File: src/rtl/if_stage.sv
// Instruction-fetch stage: pre-IF PC generation, synchronous I-SRAM read,
// and a one-entry instruction hold for the valid/allowin handshake with decode.
module if_stage #(
  parameter logic [31:0] RESET_PC = 32'hBFC0_0000
) (
  input  logic        clk,
  input  logic        rst_n,
  input  logic        id_allowin_in,
  input  logic        id_valid_in,
  input  logic        id_br_taken_in,
  input  logic [31:0] id_br_target_in,
  output logic        if_valid_out,
  output logic [31:0] if_PC_out,
  output logic [31:0] if_NPC_out,
  output logic [31:0] if_NNPC_out,
  output logic [31:0] if_Instruct_out,
  output logic        if_adel_out,
  output logic        inst_sram_en,
  output logic [3:0]  inst_sram_wen,
  output logic [31:0] inst_sram_addr,
  output logic [31:0] inst_sram_wdata,
  input  logic [31:0] inst_sram_rdata
);

  logic [31:0] pc_r;
  logic [31:0] inst_buf;
  logic [31:0] nextpc;
  logic        if_valid_r;
  logic        fresh_r;
  logic        adel_r;
  logic        if_allowin;
  logic        br_ev;

  assign if_allowin = !if_valid_r || id_allowin_in;
  // A branch leaving decode redirects the fetch after the delay slot in IF.
  assign br_ev      = id_valid_in && id_allowin_in && id_br_taken_in;
  assign nextpc     = br_ev ? id_br_target_in : pc_r + 32'd4;

  always_ff @(posedge clk) begin
    if (!rst_n) begin
      pc_r       <= RESET_PC - 32'd4;
      if_valid_r <= 1'b0;
      fresh_r    <= 1'b0;
      inst_buf   <= 32'b0;
      adel_r     <= 1'b0;
    end else if (if_allowin) begin
      pc_r       <= nextpc;
      if_valid_r <= 1'b1;
      adel_r     <= (nextpc[1:0] != 2'b00);
      fresh_r    <= 1'b1;
    end else if (fresh_r) begin
      // Stalled: capture the SRAM word once, since rdata may change later.
      inst_buf   <= inst_sram_rdata;
      fresh_r    <= 1'b0;
    end
  end

  assign inst_sram_en    = if_allowin && rst_n && (nextpc[1:0] == 2'b00);
  assign inst_sram_addr  = nextpc;
  assign inst_sram_wen   = 4'b0;
  assign inst_sram_wdata = 32'b0;

  assign if_valid_out    = if_valid_r;
  assign if_PC_out       = pc_r;
  assign if_NPC_out      = pc_r + 32'd4;
  assign if_NNPC_out     = pc_r + 32'd8;
  assign if_adel_out     = adel_r;
  assign if_Instruct_out = adel_r ? 32'b0 : (fresh_r ? inst_sram_rdata : inst_buf);

endmodule

File: config.mk
export PLATFORM = sky130hd
export DESIGN_NAME = if_stage
export DESIGN_NICKNAME = d
export VERILOG_FILES = /design/src/rtl/if_stage.sv
export SDC_FILE = /design/constraint.sdc
export NUM_CORES = 1
export LEC_CHECK = 0
export CAP_MARGIN = 10
export CORE_UTILIZATION = 35
export DETAILED_ROUTE_END_ITERATION = 12
export HOLD_SLACK_MARGIN = 0.03
export PLACE_DENSITY = 0.81
export SLEW_MARGIN = 10
export SYNTH_ARGS = -nofsm -noshare
export SYNTH_HDL_FRONTEND = slang
export SYNTH_SLANG_ARGS = --single-unit
File: constraint.sdc
create_clock -name clk -period 2.5 [get_ports clk]
set_clock_uncertainty 0.15 [all_clocks]
set_input_delay 0.375 -clock clk [delete_from_list [all_inputs] [get_ports clk]]
set_output_delay 0.375 -clock clk [all_outputs]
set_load 0.01 [all_outputs]
# Word-level counts from Yosys, hierarchy flattened
# Cells that the tools add are included.
[op_classes]
n_reduce_logical = 8
n_addsub = 2
mux = 4
[ops]
columns = ["op", "n"]
rows = [
  ["32-bit 2-to-1 mux", 3],
  ["32-bit by 3-bit adder with 32-bit output (second input constant)", 1],
  ["32-bit by 4-bit adder with 32-bit output (second input constant)", 1],
  ["1-bit logical AND", 4],
  ["2-bit logical NOT", 1],
  ["2-bit nonzero test", 1],
  ["1-bit logical NOT", 1],
  ["1-bit logical OR", 1],
  ["1-bit 2-to-1 mux", 1],
]
[totals]
output_inout_bits = 199
input_bits = 69
register_bits = 67
wordCells = 19

# Logic depth before layout (Yosys ltp)
[logic_depth]
word_depth = 5
mapped_depth = 7
mapped_depth_nobuf = 5

# Worst setup path after synthesis
# Ideal clock, no wire load.
[synth_timing]
path_kind = "register to output"
startpoint = "register pc_r[2], in the netlist if_PC_out[2]"
endpoint = "output port inst_sram_addr[16]"
path_buffers = 1
t_arrival_ns = 2.235
t_required_ns = 1.975
stages_incl_launch_ff = 7
slack_ns = -0.260
cell_sequence = "dfxtp_1 > ha_1 > nand2_1 > or4_1 > clkbuf_1 > or3_1 > a31oi_1"
[synth_via]
elab_chain_len = 2
[synth_rtl]
columns = ["element", "line", "source"]
rows = [
  ["start, declared", "25", "logic [31:0] pc_r;"],
  ["start signal, assigned", "41", "pc_r <= RESET_PC - 32'd4;"],
  ["start signal, assigned", "47", "pc_r <= nextpc;"],
  ["32-bit by 3-bit adder with 32-bit output", "37", "assign nextpc = br_ev ? id_br_target_in : pc_r + 32'd4;"],
  ["32-bit 2-to-1 mux", "37", ""],
  ["end, declared", "20", "output logic [31:0] inst_sram_addr,"],
]
# No other way between the ends.

# Worst setup path after layout
[layout_timing]
startpoint = "register pc_r[11], in the netlist if_PC_out[11]"
endpoint = "output port inst_sram_addr[27]"
# Same word-level chain as after synthesis.

==> results.md <==
- The power density over the cells is 714 nW/um^2.
- Setup repair after global routing could not meet its margin everywhere.
- The cell taking the most area after synthesis is sky130_fd_sc_hd__dfxtp_1.
- Derived from the worst setup path, the maximum achievable clock frequency is 354 MHz.
- The signal arrival time at the worst endpoint is 2.30 ns.
- In the final routed layout, each cell accounts on average for 19.3 um.
- The floorplan step set the die width to 126 um.
- The final reports fail on setup timing.
- The multi-input logic area is 4250 um^2.
- After synthesis, the cell types taking the most area are sky130_fd_sc_hd__dfxtp_1, sky130_fd_sc_hd__nand2_1, sky130_fd_sc_hd__xnor2_1, sky130_fd_sc_hd__buf_4, sky130_fd_sc_hd__mux2i_1.
- Of the total power, combinational logic draws 66.0%.
- The number of nets in the layout is 1,219.
- Measured against its own limit, the worst slew margin works out to 46.1%.
- For the worst-skew pair, the clock arrives at the later sink with an insertion delay of 0.34 ns.
- The analysis attributes to net switching a power of 0.00300 W.
- In this run, the number of DRC markers left after iteration 0 of detailed routing was 711.
- The number of buffers created by CTS is 9.
- Of the post-synthesis cell area, the dominant cell type holds 24.8%.
- Once detail routing completed, the nets flagged for antenna violations numbered 0.
- The vertical die dimension is 126 um.
- Among all cell types in the netlist, the one instantiated most often is sky130_fd_sc_hd__nand2_1.
- The maximum ir drop on the vdd rail is 0.437 mV.
- The synthesis-stage register bit count is 67.
- The first detailed-routing pass ran for 5 iterations.
- The maximum net fanout on the critical path is 3.
- The number of stages on the worst hold path is 2.
- The non-filler instance count after layout is 1,340.
- After detailed routing, the number of vias per cell comes to 5.59.
- The clock network is responsible for 16.8% of the overall power.
- The number of antenna diodes in the final layout is 0.
- Summing all non-filler instances in the final layout gives an area of 10,300 um^2.
- Detailed placement finished with a half-perimeter wire length of 16,400 um.
- The flow ran to the end, but the final reports show violations.
- The final estimated routing congestion in global placement is 0.895.
- Across the whole layout, storage elements account for 1390 um^2.
- The cell leakage power is 4.43 nW.
- The path with the worst hold slack has its endpoint at inst_buf[21]$_SDFFE_PN0P_.
- The H-tree depth reported by CTS is 3.
- After clock tree synthesis, the clock-pin slew on the worst setup and hold paths is 0.06 ns.
- After technology mapping, the gate count stands at 755.
- Across every metal layer, demand over resource in global routing totals 29.8%.
- The startpoint of the most critical register-to-register path is if_PC_out[11]$_SDFFE_PN1N_.
- The worst hold slack is 0.302 ns.
- The max-capacitance violation count is 0.
- Summing all placed instances gives a cell area of 8870 um^2.
- The global-route wire length before repair is 37,600 um.
- The share of the Yosys chip area taken by registers is 24.8%.
- The via count is 7,486.
- Internal power comes to 0.00432 W.
- The number of I/O pins is 268.
- The aggregate routed wire length is 25,800 um.
- STA puts the critical path data required time at 1.98 ns.
- After synthesis, the mean cell area works out to 7.15 um^2.
- In this run, post-CTS hold repair placed 0 buffers.
- The final critical delay including setup and external delays is 2.82 ns.
- The total count of max-transition violations in the final report is 0.
- The core region is 15,100 um^2.
- The number of input and output port buffers inserted is 231.
- The path class of the tightest hold or removal check is reg -> reg.
- The number of global-route vias before repair is 6,936.
- The startpoint of the worst hold path is inst_buf[21]$_SDFFE_PN0P_.
- The maximum number of pins on one net before global-route repair is 35.
- The share of post-route cells with drive strength above 1 is 38.3%.
- The critical path class is reg -> out.
- The final setup violation count is 43.
- From synthesis to final layout, the design area changed by 90.0%.
- Across all setup checks in the final design, the least slack found is -0.324 ns.
- The post-synthesis instance area is 5400 um^2.
- Yosys printed 0 warnings.
- For the worst flop-to-flop path, the logic depth is 9.
- The fraction of registers with async set/reset is 0%.
- The final number of hold-violating endpoints was 0.
- Once placement completed, the tool counted placed cells totaling 1,262.
- For the pin with the worst max-slew slack, the measured transition is 0.806 ns.
- The number of fill cells is 1,114.
- The final cell utilization of the core is 67.7%.
- The total number of clock tree sinks is 67.
- The area of the die is 15,900 um^2.
- The clock root buffer is sky130_fd_sc_hd__clkbuf_16.
- The initial standard-cell utilization of the core is 35.7%.
- The number of standard-cell rows in the floorplan is 45.
- Of the total power, registers draw 17.2%.
- The number of enable flip-flop cells after synthesis is 0.
- The fraction of the cycle the final worst path needs is 113%.
- The switching share of total power is 41.0%.
- The initial antenna violation count came to 0.
- The accumulated negative setup slack is -4.92 ns.
- The residual DRC count is 0.
- The CTS tree is built.
- Ranked by instance count, the synthesized netlist is headed by sky130_fd_sc_hd__nand2_1, sky130_fd_sc_hd__nor2_1, sky130_fd_sc_hd__dfxtp_1, sky130_fd_sc_hd__clkbuf_1, sky130_fd_sc_hd__buf_4.
- The longest clock path from root to sink contains 2 buffers.
- The number of different library cells used by synthesis comes to 56.
- The reg-to-reg endpoint is if_PC_out[16]$_SDFFE_PN1N_.
- For flop-to-flop paths, the worst setup slack is 0.25 ns.
- The worst setup path is captured at an output port.
- The global-route congestion overflow total is 0.
- The worst setup path is launched from a flop.
- The most common flop cell mapped by yosys is sky130_fd_sc_hd__dfxtp_1.
-- sequential cells by signal, indices dropped and copies added, names as in the netlist --
register,flops
if_valid_out,1
if_PC_out,32
fresh_r,1
if_adel_out,1
inst_buf,32
-- timing repair --
action | in CTS | in global routing
setup endpoints to repair | 84 | 72
resized for setup | 352 | 119
pin swaps | 51 | 60
hold endpoints to repair | 0 | 0
setup buffers | 38 | 29
gates cloned | 1 | 0
-- power groups by stage --
stage               Clock (W)  Sequential, W  Combinational (W)
finish                0.00123        0.00126            0.00484
CTS                   0.00122        0.00125            0.00416
global route          0.00130        0.00127            0.00503
global placement            0        0.00124            0.00380
floorplan                   0        0.00127            0.00164
detailed placement          0        0.00125            0.00384
-- metal layers --
layer	GRT usage [%]	wire length [um]	up-vias
met2	49.6	12100	480
met3	5.56	2160	127
li1	-	-	3377
met4	15.9	1470	0
met1	36.5	10100	3502
met5	0	0	-
-- stage by stage --
step           setup WS (ns)  power, W
3_3_place_gp          -0.388   0.00504
2_1_floorplan       -0.00336   0.00291
5_1_grt               -0.375   0.00759
6_report              -0.324   0.00733
4_1_cts               -0.252   0.00663
3_5_place_dp          -0.487   0.00509
-- worst max-delay path, cell delays in order (launching register included) --
cell and delay (ns):
sky130_fd_sc_hd__dfxtp_2 0.36, sky130_fd_sc_hd__nand4_1 0.16, sky130_fd_sc_hd__or4_4 0.60, sky130_fd_sc_hd__or4_4 0.53, sky130_fd_sc_hd__a31oi_4 0.16, sky130_fd_sc_hd__buf_2 0.15
-- kinds of logic after synthesis --
group,share of synthesized area [%]
xor+xnor,6.97
flops,24.8
buf+inv,11.7
fa+ha+maj,0.695
other cells,0.0694
mux,7.16
simple gates,30.3
compound gates,18.2
-- cell type report --
cell class / count / share of cell area, %
Clock buffer: 12 / 2.50
Clock inverter: 4 / 0.232
Inverter: 12 / 0.439
Multi-Input combinational cell: 602 / 41.4
Sequential cell: 67 / 13.5
Tap cell: 188 / 2.29
Timing Repair Buffer: 455 / 39.5
-- cell usage in the layout (no fill, tap or decap), types with 9 or more instances in the layout --
cell type and instances:
sky130_fd_sc_hd__buf_12 12, sky130_fd_sc_hd__and4_1 14, sky130_fd_sc_hd__a31oi_1 9, sky130_fd_sc_hd__nor2_1 75
sky130_fd_sc_hd__mux2i_1 33, sky130_fd_sc_hd__buf_6 46, sky130_fd_sc_hd__o31ai_1 9, sky130_fd_sc_hd__dfxtp_2 9
sky130_fd_sc_hd__clkbuf_16 9, sky130_fd_sc_hd__xnor2_1 25, sky130_fd_sc_hd__nand2_2 10, sky130_fd_sc_hd__clkdlybuf4s50_1 144
sky130_fd_sc_hd__buf_2 38, sky130_fd_sc_hd__o21ai_0 16, sky130_fd_sc_hd__nand4_1 21, sky130_fd_sc_hd__dfxtp_4 10
sky130_fd_sc_hd__xnor2_2 14, sky130_fd_sc_hd__a21oi_1 42, sky130_fd_sc_hd__nor4_4 10, sky130_fd_sc_hd__buf_4 177
sky130_fd_sc_hd__nand3_1 21, sky130_fd_sc_hd__o22ai_1 9, sky130_fd_sc_hd__inv_1 9, sky130_fd_sc_hd__dfxtp_1 48
sky130_fd_sc_hd__conb_1 36, sky130_fd_sc_hd__dlygate4sd2_1 22, sky130_fd_sc_hd__nand2_1 101
-- worst max path at each step --
stage               cells past startpoint            endpoint                  startpoint  slack (ns)
floorplan                               6  inst_sram_addr[16]   if_PC_out[4]$_SDFFE_PN1N_      -0.003
global placement                        6  inst_sram_addr[23]  if_PC_out[10]$_SDFFE_PN1N_       -0.39
detailed placement                      6  inst_sram_addr[16]  if_PC_out[11]$_SDFFE_PN1N_       -0.49
CTS                                     6  inst_sram_addr[16]  if_PC_out[11]$_SDFFE_PN1N_       -0.25
global route                            5  inst_sram_addr[27]  if_PC_out[11]$_SDFFE_PN1N_       -0.37
finish                                  5  inst_sram_addr[27]  if_PC_out[11]$_SDFFE_PN1N_       -0.32
No activity file was read; power rests on OpenSTA's default activity.
